<file path="src/rtl/sqrt_req_master.sv">
// sqrt_req_master
// Issues a run of pseudo-random operands to a square-root unit over a strobe/ack
// handshake and collects one result per operand. Operands come from a 32-bit
// Galois LFSR (polynomial 32'h80200003) that is seeded at the start of each run.
//
// Ports
//   clk        : single clock, all logic on the rising edge
//   rst        : asynchronous reset, active low
//   start      : one-cycle run request (ignored while busy)
//   count      : operands in the run, sampled with start
//   seed       : LFSR seed, sampled with start (zero is replaced by 1)
//   out_a      : operand to the sqrt unit
//   out_a_stb  : operand valid
//   out_a_ack  : sqrt unit accepts operand
//   in_z       : result from the sqrt unit
//   in_z_stb   : result valid
//   in_z_ack   : result accepted (one-cycle pulse)
//   res_a      : operand of the last completed transaction
//   res_z      : result of the last completed transaction
//   res_valid  : one-cycle pulse when res_a/res_z update
//   busy       : run in progress
//   done       : one-cycle end-of-run pulse
//   err        : sticky watchdog timeout flag (cleared by the next start)
//
// Optional feature: define SQRT_REQ_MASTER_TIMEOUT_EN to add a watchdog that
// abandons a run when a handshake wait reaches TIMEOUT_CYCLES clocks. Without
// the macro there is no watchdog and err is tied to 0.
module sqrt_req_master #(
    parameter logic [15:0] TIMEOUT_CYCLES = 16'd65535
) (
    input  logic        clk,
    input  logic        rst,
    input  logic        start,
    input  logic [7:0]  count,
    input  logic [31:0] seed,
    output logic [31:0] out_a,
    output logic        out_a_stb,
    input  logic        out_a_ack,
    input  logic [31:0] in_z,
    input  logic        in_z_stb,
    output logic        in_z_ack,
    output logic [31:0] res_a,
    output logic [31:0] res_z,
    output logic        res_valid,
    output logic        busy,
    output logic        done,
    output logic        err
);

    typedef enum logic [2:0] {
        IDLE,
        SEND,
        WAIT_RES,
        ACK,
        DONE
    } state_t;

    localparam logic [31:0] LFSR_POLY = 32'h80200003;

    state_t      state, state_d;
    logic [31:0] lfsr, lfsr_d;
    logic [31:0] operand, operand_d;
    logic [7:0]  remaining, remaining_d;
    logic [31:0] out_a_d, res_a_d, res_z_d;
    logic        out_a_stb_d, in_z_ack_d, res_valid_d, busy_d, done_d;

`ifdef SQRT_REQ_MASTER_TIMEOUT_EN
    logic [15:0] wdog, wdog_d;
    logic        wdog_hit;
    logic        err_d;
`else
    logic        unused_timeout;
    assign unused_timeout = ^TIMEOUT_CYCLES;
    assign err = 1'b0;
`endif

    function automatic logic [31:0] lfsr_next(input logic [31:0] v);
        return v[0] ? ((v >> 1) ^ LFSR_POLY) : (v >> 1);
    endfunction

    // Next-state and next-output logic. Every output is registered, so the
    // values presented while in a state are decided on the transition into it.
    always_comb begin
        state_d     = state;
        lfsr_d      = lfsr;
        operand_d   = operand;
        remaining_d = remaining;
        out_a_d     = out_a;
        out_a_stb_d = out_a_stb;
        in_z_ack_d  = 1'b0;
        res_a_d     = res_a;
        res_z_d     = res_z;
        res_valid_d = 1'b0;
        busy_d      = busy;
        done_d      = 1'b0;
`ifdef SQRT_REQ_MASTER_TIMEOUT_EN
        err_d       = err;
        wdog_d      = wdog;
        // the wait has lasted TIMEOUT_CYCLES clocks once this edge is taken
        wdog_hit    = (wdog == (TIMEOUT_CYCLES - 16'd1));
`endif

        case (state)
            IDLE: begin
                if (start) begin
                    lfsr_d      = (seed == 32'd0) ? 32'h00000001 : seed;
                    remaining_d = count;
                    busy_d      = 1'b1;
`ifdef SQRT_REQ_MASTER_TIMEOUT_EN
                    err_d       = 1'b0;
                    wdog_d      = 16'd0;
`endif
                    if (count == 8'd0) begin
                        state_d = DONE;
                    end else begin
                        state_d     = SEND;
                        out_a_stb_d = 1'b1;
                        out_a_d     = (seed == 32'd0) ? 32'h00000001 : seed;
                    end
                end
            end

            SEND: begin
                if (out_a_ack) begin
                    out_a_stb_d = 1'b0;
                    operand_d   = out_a;
                    lfsr_d      = lfsr_next(lfsr);
                    state_d     = WAIT_RES;
`ifdef SQRT_REQ_MASTER_TIMEOUT_EN
                    wdog_d      = 16'd0;
                end else if (wdog_hit) begin
                    out_a_stb_d = 1'b0;
                    err_d       = 1'b1;
                    state_d     = DONE;
                end else begin
                    wdog_d      = wdog + 16'd1;
`endif
                end
            end

            WAIT_RES: begin
                if (in_z_stb) begin
                    res_z_d     = in_z;
                    res_a_d     = operand;
                    res_valid_d = 1'b1;
                    in_z_ack_d  = 1'b1;
                    state_d     = ACK;
`ifdef SQRT_REQ_MASTER_TIMEOUT_EN
                end else if (wdog_hit) begin
                    err_d       = 1'b1;
                    state_d     = DONE;
                end else begin
                    wdog_d      = wdog + 16'd1;
`endif
                end
            end

            ACK: begin
                // remaining is at least 1 here; the guard keeps it from wrapping
                if (remaining != 8'd0) begin
                    remaining_d = remaining - 8'd1;
                end
                if (remaining <= 8'd1) begin
                    state_d = DONE;
                end else begin
                    state_d     = SEND;
                    out_a_stb_d = 1'b1;
                    out_a_d     = lfsr;
`ifdef SQRT_REQ_MASTER_TIMEOUT_EN
                    wdog_d      = 16'd0;
`endif
                end
            end

            DONE: begin
                done_d  = 1'b1;
                busy_d  = 1'b0;
                state_d = IDLE;
            end

            default: begin
                state_d = IDLE;
            end
        endcase
    end

    // State and output registers; reset forces everything idle immediately.
    always_ff @(posedge clk or negedge rst) begin
        if (!rst) begin
            state     <= IDLE;
            lfsr      <= 32'h00000001;
            operand   <= 32'd0;
            remaining <= 8'd0;
            out_a     <= 32'd0;
            out_a_stb <= 1'b0;
            in_z_ack  <= 1'b0;
            res_a     <= 32'd0;
            res_z     <= 32'd0;
            res_valid <= 1'b0;
            busy      <= 1'b0;
            done      <= 1'b0;
`ifdef SQRT_REQ_MASTER_TIMEOUT_EN
            err       <= 1'b0;
            wdog      <= 16'd0;
`endif
        end else begin
            state     <= state_d;
            lfsr      <= lfsr_d;
            operand   <= operand_d;
            remaining <= remaining_d;
            out_a     <= out_a_d;
            out_a_stb <= out_a_stb_d;
            in_z_ack  <= in_z_ack_d;
            res_a     <= res_a_d;
            res_z     <= res_z_d;
            res_valid <= res_valid_d;
            busy      <= busy_d;
            done      <= done_d;
`ifdef SQRT_REQ_MASTER_TIMEOUT_EN
            err       <= err_d;
            wdog      <= wdog_d;
`endif
        end
    end

endmodule

</file>
<file path="config.mk">
export PLATFORM = sky130hd
export DESIGN_NAME = sqrt_req_master
export DESIGN_NICKNAME = d
export VERILOG_FILES = /design/src/rtl/sqrt_req_master.sv
export SDC_FILE = /design/constraint.sdc
export NUM_CORES = 1
export LEC_CHECK = 0
export CAP_MARGIN = 20
export CORE_ASPECT_RATIO = 0.7
export CORE_MARGIN = 2
export CORE_UTILIZATION = 48
export CTS_BUF_LIST = sky130_fd_sc_hd__clkbuf_4
export CTS_CLUSTER_SIZE = 20
export DETAILED_ROUTE_END_ITERATION = 12
export PLACE_DENSITY = 0.89
export SLEW_MARGIN = 20
export SYNTH_ARGS = -nofsm -noshare
export SYNTH_HDL_FRONTEND = slang
export SYNTH_SLANG_ARGS = --single-unit
</file>
<file path="constraint.sdc">
create_clock -name clk -period 6.05 [get_ports clk]
set_clock_uncertainty 0.2 [all_clocks]
set_input_delay 0.9075 -clock clk [delete_from_list [all_inputs] [get_ports clk]]
set_output_delay 0.9075 -clock clk [all_outputs]
set_load 0.02 [all_outputs]
</file>
==> results.sh <==
export IMPL_path_class="reg2reg"
export IMPL_cp_max_fo=42
export IMPL_hold_buffers=0
export IMPL_vias=5484
export IMPL_required_ns=6.26
export IMPL_dr_first_iter_drc_count=334
export IMPL_maxSlewHeadroom_pct=27.1
export IMPL_power_density_nw_per_um2=562
export IMPL_max_vdd_ir_drop_v=0.000311
export IMPL_place_hpwl_um=12300
export IMPL_grt_overflow=0
export IMPL_gp_congestion=0.855
export IMPL_track_usage_pct=21.5
export IMPL_antenna_found_initial=0
export IMPL_postCtsSetupBuffers=0
export IMPL_port_buffer_count=177
export IMPL_drc=0
export IMPL_final_core_util_pct=63.4
export IMPL_synthCells=630
export IMPL_finalCritPeriodShare_pct=58.3
export IMPL_async_flop_share_pct=100
export IMPL_finalMaxSlewViolations=0
export IMPL_grt_pass1_vias=5636
export IMPL_pin_count=179
export IMPL_post_synth_top_area_fraction_pct=55.9
export IMPL_ant_nets=0
export IMPL_p_total_uw=5590
export IMPL_wire_per_inst_um=17.8
export IMPL_hold_path_class="in2async"
export IMPL_num_antenna_cells=0
export IMPL_maxCapViolCount=0
export IMPL_synth_edf_count=0
export IMPL_cts_resized=0
export IMPL_clockBufferDepth=2
export IMPL_die_w_um=156
export IMPL_synth_flop_cell="dfrtp_1"
export IMPL_synth_top_area_cell="dfrtp_1"
export IMPL_cts_tree="built"
export IMPL_reg2reg_slack_ns=2.52
export IMPL_fp_dieH_um=111
export IMPL_syn_nets=710
export IMPL_r2r_cells=5
export IMPL_syn_cell_area_um2=7790
export IMPL_synthToLayoutAreaGrowth_pct=27.6
export IMPL_cts_root_buf="clkbuf_4"
export IMPL_ys_seq_area_share_pct=56.2
export IMPL_status="finished clean"
export IMPL_regToRegEndpoint="out_a[21]"
export IMPL_rsz0062_at_grt="no"
export IMPL_hold_viol=0
export IMPL_drive_gt1_share_pct=21.6
export IMPL_yosys_top_cells_area="dfrtp_1 56%, mux2_2 14%, mux2_4 5.6%"
export IMPL_routed_wl_um=17900
export IMPL_ys_warn_count=0
export IMPL_die_area_um2=17300
export IMPL_final_setup_tns_ns=0
export IMPL_grt_pass1_wl_um=29600
export IMPL_numCtsBuffers=17
export IMPL_numClockSinks=175
export IMPL_clk_pin_slew_worst_paths_ns=0.15
export IMPL_core_um2=15700
export IMPL_insertion_delay_ns=0.53
export IMPL_synth_seq_cells=175
export IMPL_layout_nets=873
export IMPL_drt_vias_per_instance=5.46
export IMPL_leakagePower_uw=0.00436
export IMPL_setup_viol_count_final=0
export IMPL_reg2reg_from="state[0]"
export IMPL_end_kind="flop"
export IMPL_num_rows=38
export IMPL_initial_core_util_pct=49.7
export IMPL_arrival_ns=3.74
export IMPL_start_kind="flop"
export IMPL_grt_max_degree=77
export IMPL_synth_distinct_cells=51
export IMPL_avgSynthCellArea_um2=12.4
export IMPL_dr_pass1_iters=5
export IMPL_htree_levels=4
export IMPL_fmax_ghz=0.283
export IMPL_fin_crit_ns=3.53
export IMPL_tightestPinTransition_ns=1.09
report_power, final:
part           switching (µW)  total (µW)  internal, µW
Combinational            1270        2740          1470
Sequential                472        2220          1750
Clock                     415         624           209
sequential cells by signal (all words and copies together) (netlist names):
name	flops
busy	1
done	1
lfsr	32
operand	32
out_a	32
out_a_stb	1
remaining	8
res_a	32
res_valid	1
res_z	32
state	3
cells in the final DEF, fill, tap and decap left out, types with 8 or more instances in the layout:
cell,instances
dfrtp_1,173
clkdlybuf4s50_1,176
clkbuf_4,17
nor2_1,35
o21ai_0,8
nor4_1,12
a21oi_1,36
nand2_1,96
mux2i_1,32
mux2_4,29
mux2_2,95
final cells by class:
class                   count  area [µm²]
flip-flops and latches    175        4380
repair buffers            183        1840
well taps                 200         250
clock inverters            14         130
clock buffers              17         128
inverters                   4        15.0
multi-input cells         412        3200
fillers                  1216        5750
through the flow:
step	std cells	setup slack, ns	area (µm²)	hold WS [ns]
after detailed placement	973	2.47	9660	0.270
after floorplan	630	3.63	7790	0.252
after global routing	1005	2.36	9940	0.163
after global placement	973	2.54	9660	0.264
final	1005	2.52	9940	0.181
after CTS	1004	2.56	9920	0.160
how the worst max path moves through the flow:
stage,startpoint,to,slack (ns),cells past startpoint
after floorplan,count[2],out_a[10],3.63,5
after global placement,start,out_a[7],2.54,5
after detailed placement,start,out_a[13],2.47,5
after CTS,state[0],out_a[21],2.56,5
after global routing,state[0],out_a[21],2.36,5
final,state[0],out_a[21],2.52,5
kinds of logic (layout without fill, tap and decap cells):
group,Yosys count,in the layout,synth area share [%]
xor+xnor,2,2,0.225
fa+ha+maj,3,3,0.482
buf+inv,43,218,2.86
mux,160,160,24.0
other cells,1,1,0.0481
simple gates,172,172,10.4
flops,175,175,56.2
compound gates,74,74,5.80
routing by layer:
metal / track usage [%] / wire length (µm) / vias to the layer above
met3: 5.73 / 1190 / 13
met4: 3.85 / 116 / 0
met2: 33.1 / 8210 / 186
li1: - / - / 2547
met1: 31.0 / 8400 / 2738
met5: 0 / 0 / -
worst max-delay path: stages (launching register included):
cell	delay, ns
dfrtp_2	1.11
and3b_1	0.26
buf_4	0.39
o2111ai_1	0.37
nand3_4	0.64
mux2_2	0.40
synth_stat cells (all sizes together), types with 2 or more instances:
cell       n
nand3b     2
mux2     128
buf       31
or3b       2
o211ai     5
mux2i     32
dfrtp    174
and4       2
clkbuf     8
nor4      12
a31oi      6
nor3       3
o2111ai    3
nand4      2
ha         3
a211oi     2
and2       3
nand4b     2
o2bb2ai    6
nor2      35
nor3b      2
inv        4
o31ai      2
xnor2      2
nand3      4
nand2     97
a21oi     36
o21ai      8
No activity file was read; power rests on OpenSTA's default activity.
